<file path="src/rtl/oscilo_pkg.sv">
// Shared capture-memory constants and the read-out FSM state type, used by both
// the sampler and the reader so depth and pre-trigger count always agree.
package oscilo_pkg;

  localparam int SAMPLE_DEPTH = 8;

  function automatic int pre_trig_of(input int depth);
    return 1 << (depth - 1);
  endfunction

  localparam int PRE_TRIG = pre_trig_of(SAMPLE_DEPTH);

  typedef enum logic [1:0] {
    IDLE,
    STREAM,
    DONE
  } reader_state_t;

endpackage

</file>
<file path="src/rtl/sample_fifo2.sv">
// Two-entry byte FIFO between the sample RAM read port and the byte stream.
// A pop on an empty FIFO is ignored; push and pop may coincide when full or empty.
module sample_fifo2 (
  input  logic       i_clk,
  input  logic       i_rst,
  input  logic       i_push,
  input  logic [7:0] i_data,
  input  logic       i_pop,
  output logic [7:0] o_data,
  output logic [1:0] o_count
);

  logic [7:0] r_mem [2];
  logic       r_wr_ptr;
  logic       r_rd_ptr;
  logic [1:0] r_count;
  logic       w_pop;

  assign w_pop   = i_pop && (r_count != 2'd0);
  assign o_data  = r_mem[r_rd_ptr];
  assign o_count = r_count;

  always_ff @(posedge i_clk) begin
    if (i_rst) begin
      r_mem[0] <= '0;
      r_mem[1] <= '0;
      r_wr_ptr <= 1'b0;
      r_rd_ptr <= 1'b0;
      r_count  <= 2'd0;
    end else begin
      assert (!(i_push && !w_pop && (r_count == 2'd2)));
      if (i_push) begin
        r_mem[r_wr_ptr] <= i_data;
        r_wr_ptr        <= ~r_wr_ptr;
      end
      if (w_pop) begin
        r_rd_ptr <= ~r_rd_ptr;
      end
      r_count <= r_count + {1'b0, i_push} - {1'b0, w_pop};
    end
  end

endmodule

</file>
<file path="src/rtl/capture_reader.sv">
// Streams a finished capture out of the circular sample RAM, oldest sample first,
// so that the trigger sample lands at byte index PRE_TRIG.
module capture_reader #(
  parameter int SAMPLE_DEPTH = oscilo_pkg::SAMPLE_DEPTH,
  parameter int PRE_TRIG     = oscilo_pkg::PRE_TRIG
) (
  input  logic                    clk_50mhz,
  input  logic                    reset,
  input  logic                    start,
  input  logic [SAMPLE_DEPTH-1:0] trig_addr,
  output logic                    busy,
  output logic                    done,
  output logic                    mem_re,
  output logic [SAMPLE_DEPTH-1:0] mem_addr,
  input  logic [7:0]              mem_rdata,
  output logic [7:0]              out_data,
  output logic                    out_valid,
  input  logic                    out_ready,
  output logic                    out_last
);
  import oscilo_pkg::*;

  localparam int                    CNT_W    = SAMPLE_DEPTH + 1;
  localparam logic [CNT_W-1:0]      N_CNT    = CNT_W'(1) << SAMPLE_DEPTH;
  localparam logic [CNT_W-1:0]      LAST_CNT = N_CNT - CNT_W'(1);
  localparam logic [SAMPLE_DEPTH-1:0] PRE_OFF = SAMPLE_DEPTH'(PRE_TRIG);

  reader_state_t           r_state;
  logic [SAMPLE_DEPTH-1:0] r_base;
  logic [SAMPLE_DEPTH-1:0] r_addr_hold;
  logic [CNT_W-1:0]        r_issued;
  logic [CNT_W-1:0]        r_sent;
  logic                    r_inflight;

  logic [1:0]              w_fifo_count;
  logic [7:0]              w_head;
  logic                    w_pop;
  logic [2:0]              w_occ;
  logic                    w_room;
  logic                    w_mem_re;
  logic [SAMPLE_DEPTH-1:0] w_next_addr;

  // The RAM answers one cycle after the strobe, so the in-flight flag is the push.
  sample_fifo2 u_fifo (
    .i_clk   (clk_50mhz),
    .i_rst   (reset),
    .i_push  (r_inflight),
    .i_data  (mem_rdata),
    .i_pop   (w_pop),
    .o_data  (w_head),
    .o_count (w_fifo_count)
  );

  assign out_valid = (w_fifo_count != 2'd0);
  assign out_data  = w_head;
  assign out_last  = out_valid && (r_sent == LAST_CNT);
  assign w_pop     = out_valid && out_ready;
  assign busy      = (r_state != IDLE);
  assign done      = (r_state == DONE);

  // A slot freed by this cycle's pop may be refilled immediately, keeping one byte per cycle.
  assign w_occ       = {1'b0, w_fifo_count} + {2'b0, r_inflight};
  assign w_room      = w_occ < (3'd2 + {2'b0, w_pop});
  assign w_mem_re    = (r_state == STREAM) && (r_issued < N_CNT) && w_room;
  assign w_next_addr = r_base + r_issued[SAMPLE_DEPTH-1:0];
  assign mem_re      = w_mem_re;
  assign mem_addr    = w_mem_re ? w_next_addr : r_addr_hold;

  always_ff @(posedge clk_50mhz) begin
    if (reset) begin
      r_state     <= IDLE;
      r_base      <= '0;
      r_addr_hold <= '0;
      r_issued    <= '0;
      r_sent      <= '0;
      r_inflight  <= 1'b0;
    end else begin
      r_inflight <= w_mem_re;
      if (w_mem_re) begin
        r_issued    <= r_issued + CNT_W'(1);
        r_addr_hold <= w_next_addr;
      end
      case (r_state)
        IDLE: begin
          if (start) begin
            r_base   <= trig_addr - PRE_OFF;
            r_issued <= '0;
            r_sent   <= '0;
            r_state  <= STREAM;
          end
        end
        STREAM: begin
          if (w_pop) begin
            r_sent <= r_sent + CNT_W'(1);
            if (r_sent == LAST_CNT) begin
              r_state <= DONE;
            end
          end
        end
        DONE: begin
          r_state <= IDLE;
        end
        default: begin
          r_state <= IDLE;
        end
      endcase
    end
  end

endmodule

</file>
<file path="config.mk">
export PLATFORM = sky130hd
export DESIGN_NAME = capture_reader
export DESIGN_NICKNAME = d
export VERILOG_FILES = /design/src/rtl/oscilo_pkg.sv /design/src/rtl/sample_fifo2.sv /design/src/rtl/capture_reader.sv
export SDC_FILE = /design/constraint.sdc
export NUM_CORES = 1
export LEC_CHECK = 0
export CAP_MARGIN = 10
export CELL_PAD_IN_SITES_DETAIL_PLACEMENT = 1
export CELL_PAD_IN_SITES_GLOBAL_PLACEMENT = 2
export CORE_MARGIN = 5
export CORE_UTILIZATION = 43
export DETAILED_ROUTE_END_ITERATION = 7
export DONT_BUFFER_PORTS = 1
export GPL_TIMING_DRIVEN = 0
export MAX_ROUTING_LAYER = met4
export PLACE_DENSITY_LB_ADDON = 0.3
export SLEW_MARGIN = 40
export SYNTH_ARGS = -nofsm -noshare
export SYNTH_HDL_FRONTEND = slang
export SYNTH_SLANG_ARGS = --single-unit
</file>
<file path="constraint.sdc">
create_clock -name clk_50mhz -period 3.3 [get_ports clk_50mhz]
set_input_delay 0.495 -clock clk_50mhz [delete_from_list [all_inputs] [get_ports clk_50mhz]]
set_output_delay 0.495 -clock clk_50mhz [all_outputs]
set_load 0.05 [all_outputs]
</file>
== Yosys cells after proc, flatten, opt, wreduce, memory -nomap -nowiden ==
Memories as Yosys holds them, arrays and structs flattened. A register that Yosys moved wholly into a read port is not among the register bits.
Cells that the tools add are included.

* Register bits: 41
* Latch bits: 0
* Bits in writable memories: 16
* ROM bits: 0
* Output and inout bits: 21
* Word-level logic and storage cells: 62
* Memories: 1

* Add/subtract/negate cells: 8
* Multiply operators: 0
* Div/mod/pow operators: 0
* Magnitude comparators: 2
* Eq/ne operators: 6
* Shift operators: 0
* Muxes and demuxes: 21
* Bitwise operators: 2
* Reduce and logical (&&, ||, !) cells: 13

{| class="wikitable"
|+ Memories
! memory !! depth !! width !! read ports !! clocked after memory_dff !! write ports !! RTL line !! RTL
|-
| u_fifo.r_mem || 2 || 8 || 1 || 1 || 2 || sample_fifo2.sv:13 || <nowiki>logic [7:0] r_mem [2];</nowiki>
|}

{| class="wikitable"
|+ Operators by type and width
! cell !! count
|-
| $mux W9 || 5
|-
| $add A9 B1 Y9 const B || 2
|-
| $pmux W9 S2 || 1
|-
| $mux W8 || 2
|-
| $eq A9 B8 Y1 const B || 1
|-
| $lt A9 B9 Y1 const B || 1
|-
| $mux W1 || 9
|-
| $add A8 B8 Y8 || 1
|-
| $reduce_or A8 Y1 || 1
|-
| $sub A8 B8 Y8 const B || 1
|-
| $mux W2 || 3
|-
| $reduce_and A3 Y1 || 2
|-
| $reduce_bool A2 Y1 || 3
|-
| $logic_and A1 B1 Y1 || 5
|-
| $ne A2 B2 Y1 const B || 2
|-
| $pmux W2 S2 || 1
|-
| $add A2 B1 Y3 || 1
|-
| $add A2 B1 Y3 const A || 1
|-
| $lt A3 B3 Y1 || 1
|-
| $add A2 B1 Y2 || 1
|-
| $eq A2 B1 Y1 const B || 1
|-
| $eq A2 B2 Y1 const B || 1
|-
| $logic_not A2 Y1 || 1
|-
| $ne A2 B1 Y1 const B || 1
|-
| 3 further kinds || 4
|}

== Depth between registers and ports, before layout ==
Gate-level depths: netlist of run 1.

* Word-level depth: 8
* Depth in mapped cells: 8
* Gate-level depth less buffers: 8

== Cells and area by module ==
Synthesis of run 1 repeated with hierarchy kept, for this count alone.

* Cell total of the unflattened synthesis: 287
* Area, all modules: 2861.5 sq um

{| class="wikitable"
|+ Modules (own cells, without submodules)
! module !! instances !! cells an instance !! area an instance (sq um) !! seq. area each (sq um)
|-
| capture_reader || 1 || 213 || 1915.6 || 740.7
|-
| sample_fifo2 || 1 || 74 || 945.9 || 580.6
|}

== Worst setup path before layout of run 1 ==
No wires, ideal clock.

* Path type: register to output
* From: register r_inflight
* To: output mem_addr[7]
* Data arrival time: 2268 ps
* Required time: 2805 ps
* Slack: 537 ps
* Stages on the path, launching flop included: 9
* Cells stage by stage: dfxtp_1 ha_1 ha_1 nor3_4 nand2_4 inv_2 buf_6 nor2_1 a21oi_1

* Longest elaborated chain between the ends: 4

{| class="wikitable"
|+ Ends and longest elaborated chain
! item !! RTL line !! RTL
|-
| start, declared || capture_reader.sv:33 || <nowiki>logic r_inflight;</nowiki>
|-
| start signal, assigned || capture_reader.sv:78 || <nowiki>r_inflight <= w_mem_re;</nowiki>
|-
| $add A2 B1 Y3 || capture_reader.sv:62 || <nowiki>assign w_occ = {1'b0, w_fifo_count} + {2'b0, r_inflight};</nowiki>
|-
| $lt A3 B3 Y1 || capture_reader.sv:63 || <nowiki>assign w_room = w_occ < (3'd2 + {2'b0, w_pop});</nowiki>
|-
| $logic_and A1 B1 Y1 || capture_reader.sv:64 || <nowiki>assign w_mem_re = (r_state == STREAM) && (r_issued < N_CNT) && w_room;</nowiki>
|-
| via mem_re || capture_reader.sv:13 || <nowiki>output logic mem_re,</nowiki>
|-
| $mux W8 || -- ||
|-
| end, declared || capture_reader.sv:14 || <nowiki>output logic [SAMPLE_DEPTH-1:0] mem_addr,</nowiki>
|}

The timed path passes the listed nets, and every way through them passes these cells.

== Worst setup path in the final report of run 1 ==
Ends and elaborated chain as after synthesis.

==> metrics.yaml, run 1 <==
floorplan:
  rows: 29
  start_util_pct: 44.1
  die_x_um: 90.4
  core_um2: 6310
  io_pins: 41
  die_y_um: 90.4
  die_area_um2: 8180
cts:
  clk_path_buf_depth: 2
  cts_buffers: 9
  holdBufCountCts: 0
  clk_pin_slew_ps: 70
  h-tree-depth: 3
  cts_root_buffer: "clkbuf_8"
  cts_setup_buffers: 0
  clk_latency_ps: 340
  cts.sinks: 58
  cts_tree: "done"
setup_path:
  cp_max_fo: 10
  r2r_setup_slack_ps: 960
  critPathLaunchType: "register"
  crit_arrival_ps: 2550
  rr_endpoint: "r_addr_hold[3]"
  end_kind: "primary output"
  critPathRequiredTime_ps: 2800
  rr_worst_depth: 8
  r2r_start: "r_inflight"
  crit_type: "reg -> out"
grt:
  first_global_vias: 2031
  antenna_found_initial: 0
  grt_pass1_wl_um: 10000
  grt_max_degree: 12
  grt_usage_pct: 15.9
  grt_overflow: 0
power_and_ir_drop:
  power.total_uw: 2050
  vdd_ir_drop_max_mv: 0.358
  powerDensity_nw_per_um2: 658
  p_leak_uw: 0.00126
placement:
  port_buffers: 0
  gp_congestion: 0.786
  hpwl_um: 4580
timing:
  max_slew_margin_pct: 50.6
  fin_crit_ps: 3050
  finClkSkew_ps: 7.04
  fin_crit_sh_pct: 92.3
  setup_tns_ps: 0
  holdWs_ps: 258
  drv_slew: 0
  setup_viol: 0
  worstMarginPinSlew_ps: 740
  hold_violations: 0
  rsz0062_at_grt: "false"
  fmax_mhz: 328
logic_synthesis:
  ys_async_sr_fraction_pct: 0
  synth-edff-count: 16
  synth-seq-area-share_pct: 47.5
  synthFlopType: "dfxtp_1"
  synth_area_um2: 2780
  synth_fp_nets: 306
  synthTopCellsByCount: "dfxtp_1, nor2_1, and2_1"
  ys_ff_latch: 58
  yosysWarnings: 0
  synth.distinct_cells: 47
  yosysTopAreaCellShare_pct: 30.2
  synthCells: 271
  synth_area_leaders: "dfxtp_1, edfxtp_1, ha_1"
  avgSynthCellArea_um2: 10.3
  synth_most_common_cell: "dfxtp_1"
  yosysTopAreaCell: "dfxtp_1"
route:
  drt-initial-drc-count: 50
  wire_per_inst_um: 17.0
  drc: 0
  drt_pass1_iterations: 4
  num_vias: 1994
  ant_nets: 0
  viasPerCell: 5.48
  totalWireLength_um: 6190
min_path:
  min_path_type: "in -> reg"
  hp-start: "trig_addr[7]"
  whs_endpoint: "r_base[7]"
  hold_depth: 1
layout:
  drive_above_1_share_pct: 15.7
  nFillCells: 715
  antenna_cells: 0
  syn_to_final_growth_pct: 12.0
  regArea_um2: 1320
  finalNetCount: 317
  multi_input_comb_area_um2: 1410
outcome:
  status: "complete, no violations"
run:
  drv_cap: 0
==> what timing repair did <==
item / 4_1_cts / 5_1_grt
endpoints found under the setup margin: 0 / 1
gates resized for setup: 0 / 1
hold endpoints to repair: 0 / 0
==> where the power goes <==
group	switching, uW	leakage, uW	internal [uW]
combinational	357	0.000643	138
sequential	40.9	0.000508	791
clock	299	0.000107	423
==> area by class of cell <==
cell class,instances,share of cell area (%)
multi-input cells,196,45.2
inverters,11,1.33
well taps,77,3.09
clock inverters,7,3.01
clock buffers,9,3.98
plain buffers,6,0.964
flip-flops and latches,58,42.4
==> cell usage in the layout, fill, tap and decap left out, types with 4 or more instances in the layout <==
cell	n
xor2_1	11
nor2_1	25
mux2_2	11
o21ai_0	5
clkbuf_1	5
edfxtp_1	16
and2_1	18
nand2b_1	4
or3_1	4
nor2b_1	4
inv_1	10
a22o_1	6
nand3_1	8
nand4_1	7
a21oi_1	13
ha_1	14
nand2_1	16
xnor2_1	6
dfxtp_1	42
clkbuf_8	9
and3_1	4
==> metrics by stage <==
step,setup WS (ps),area (um2),utilization [%],cells
after detailed placement,438,2880,45.7,348
after CTS,63.0,3100,49.1,364
after floorplan,537,2780,-,271
after global routing,97.7,3120,49.3,364
after global placement,314,2880,45.6,348
final,253,3120,49.3,364
==> registers in the layout, summed over array words and instances (netlist names), named ones only <==
| register | count |
|---|---|
| r_sent | 9 |
| r_base | 8 |
| r_inflight | 1 |
| r_addr_hold | 8 |
| u_fifo.r_wr_ptr | 1 |
| r_state | 2 |
| r_issued | 9 |
| u_fifo.o_count | 2 |
| u_fifo.r_mem | 16 |
| u_fifo.r_rd_ptr | 1 |
==> cells by family (layout without fill, tap and decap cells) <==
logic type | count (synthesis) | after routing | synth area share [%]
buffers and inverters | 17 | 33 | 2.56
AND/OR/NAND/NOR | 108 | 108 | 21.4
XOR/XNOR | 17 | 17 | 5.35
flip-flops | 58 | 58 | 47.5
adder cells (fa/ha/maj) | 15 | 15 | 7.01
AO/OA/AOI/OAI | 41 | 41 | 9.94
multiplexers | 15 | 15 | 6.25
==> how the worst max path moves through the flow <==
stage                           start     endpoint  slack [ps]  cells past startpoint
after floorplan            r_inflight  mem_addr[7]         540                      8
final                      r_inflight  mem_addr[7]         250                      8
after CTS                 r_issued[0]  mem_addr[6]          60                      8
after global placement     r_inflight  mem_addr[7]         310                      8
after detailed placement  r_issued[0]  mem_addr[6]         440                      8
after global routing      r_issued[0]  mem_addr[6]         100                      8
==> worst max-delay path, stage by stage, from the launching register on <==
cell	delay [ps]
dfxtp_1	370
ha_1	220
ha_1	210
nor3_4	360
nand2_4	160
inv_2	100
buf_6	210
nor2_1	90
a21oi_2	470
==> metal layers <==
metal | share of wire [%] | track usage [%] | routed length (um) | up-vias
li1 | - | - | - | 970
met4 | 1.6 | 6.33 | 98 | 0
met1 | 44 | 17.9 | 2730 | 974
met2 | 50 | 26.8 | 3130 | 37
met5 | 0 | - | 0 | -
met3 | 3.8 | 4.42 | 237 | 13
(Power assumes the default switching activity.)
==> run 2: changes to the inputs <==
Settings changed: CORE_MARGIN 5 to unset, CORE_UTILIZATION 43 to 42.
==> run 2 against run 1 <==
Net effect: worst hold slack worse by 1.2 ps; total power down 3.2%; clock power down 9.0%; largest power group unchanged; largest cell class unchanged; combinational power about the same; via count down 1.2%.
==> metrics.yaml, run 2 (synthesis results as in run 1) <==
outcome:
  status: "complete, no violations"
grt:
  antenna_found_initial: 0  # unchanged
  grt_max_degree: 12  # unchanged
  grt_usage_pct: 20.2  # +4.3 points
  grt_overflow: 0  # unchanged
  first_global_vias: 2082  # +2.5%
  grt_pass1_wl_um: 10400  # +3.4%
setup_path:
  end_kind: "primary output"
  cp_max_fo: 10  # unchanged
  crit_arrival_ps: 2570  # +20 ps
  r2r_setup_slack_ps: 940  # -20 ps
  crit_type: "reg -> out"
  rr_worst_depth: 8  # unchanged
  critPathLaunchType: "register"
  critPathRequiredTime_ps: 2800  # about the same
cts:
  cts_root_buffer: "clkbuf_8"
  clk_pin_slew_ps: 80  # about the same
  cts_buffers: 9  # unchanged
  h-tree-depth: 3  # unchanged
  clk_path_buf_depth: 2  # unchanged
  cts_setup_buffers: 0  # unchanged
  clk_latency_ps: 340  # about the same
  cts.sinks: 58  # unchanged
  cts_tree: "done"
layout:
  largest_register_ff_count: 16  # unchanged
  largest-register: "u_fifo.r_mem"
  syn_to_final_growth_pct: 10.9
  layout_commonest_cell: "dfxtp_1"
  multi_input_comb_area_um2: 1400  # -0.35%
  antenna_cells: 0  # unchanged
  reg.largest.list: "u_fifo.r_mem: 16 flops, r_issued: 9 flops, r_sent: 9 flops"
  finalNetCount: 317  # unchanged
  final_cell_mix: "dfxtp_1, nor2_1, and2_1"
  nFillCells: 727  # +1.7%
  drive_above_1_share_pct: 15.7  # unchanged
  regArea_um2: 1320  # unchanged
timing:
  setup_tns_ps: 0  # unchanged
  setup_viol: 0  # unchanged
  hold_violations: 0  # unchanged
  max_slew_margin_pct: 50.0  # -0.69 points
  fmax_mhz: 326  # -0.68%
  finClkSkew_ps: 9.86  # +2.83 ps
  worstMarginPinSlew_ps: 749  # +8.70 ps
  drv_slew: 0  # unchanged
  fin_crit_sh_pct: 93.0  # +0.63 points
  fin_crit_ps: 3070  # +20.8 ps
  rsz0062_at_grt: "false"
route:
  wire_per_inst_um: 17.3  # +2.0%
  drt-initial-drc-count: 71  # +42%
  ant_nets: 0  # unchanged
  totalWireLength_um: 6310  # +2.0%
  drt_pass1_iterations: 4  # unchanged
  num_vias: 1970  # -1.2%
  viasPerCell: 5.41  # -1.2%
  drc: 0  # unchanged
placement:
  hpwl_um: 4580  # +0.11%
  gp_congestion: 0.827  # +5.2%
  port_buffers: 0  # unchanged
power_and_ir_drop:
  vdd_ir_drop_max_mv: 0.371  # +3.6%
  power.total_uw: 1980  # -3.2%
  powerDensity_nw_per_um2: 643  # -2.3%
  p_leak_uw: 0.00125  # -0.80%
floorplan:
  die_y_um: 83.4  # -7.8%
  start_util_pct: 43.6  # -0.50 points
  core_um2: 6390  # +1.1%
  io_pins: 41  # unchanged
  die_area_um2: 6950  # -15%
  die_x_um: 83.4  # -7.8%
  rows: 29  # unchanged
run:
  drv_cap: 0  # unchanged
min_path:
  hold_depth: 1  # unchanged
  min_path_type: "in -> reg"
run 2: cell types whose count changed in the layout (fill, tap and decap cells not counted):
cell       change
clkinv_1       -1
clkinv_2       +2
bufinv_16      -1
nor3b_1        +1
nor3b_2        -1
run 2: layout make-up:
cell class | count | share of cell area (%)
Clock buffer | 9 | 4.01
Tap cell | 77 | 3.12
Buffer | 6 | 0.973
Inverter | 11 | 1.34
Multi-Input combinational cell | 196 | 45.5
Sequential cell | 58 | 42.8
Clock inverter | 7 | 2.27
run 2: worst paths after layout:
check                       from        endpoint
setup / recovery      r_inflight     mem_addr[7]
hold / removal      trig_addr[7]       r_base[7]
setup reg to reg      r_inflight  r_addr_hold[3]
hold reg to reg   r_addr_hold[5]  r_addr_hold[5]
run 2: power breakdown:
| group | leakage (uW) | internal [uW] | total, uW | switching [uW] |
|---|---|---|---|---|
| Combinational | 0.000641 | 138 | 494 | 356 |
| Sequential | 0.000508 | 791 | 832 | 40.7 |
| Clock | 0.0000990 | 347 | 657 | 310 |
run 2: routing by layer:
metal | GRT usage (%) | vias up | share of wire [%]
li1 | - | 973 | -
met1 | 23.1 | 957 | 45
met2 | 34.0 | 33 | 50
met3 | 6.06 | 7 | 3.9
met4 | 6.58 | 0 | 1.3
met5 | - | - | 0
run 2: what timing repair did:
action	CTS	global route
gates resized for setup	0	1
hold buffers	0	0
endpoints found under the hold margin	0	0
setup endpoints to repair	0	1
run 2: stage by stage:
stage,cell area (um2),hold WS (ps),util (%),std cells,setup slack [ps]
after global placement,2880,451,45.1,348,329
after detailed placement,2890,468,45.2,348,528
after floorplan,2780,439,-,271,537
final,3090,256,48.3,364,232
after CTS,3080,249,48.3,364,144
after global routing,3090,249,48.3,364,74.9
run 2: critical path, stage by stage (launching register included):
cell and delay [ps]:
dfxtp_1 370, ha_1 220, ha_1 210, nor3_4 380
nand2_4 150, inv_2 100, buf_6 210, nor2_1 90
a21oi_2 470
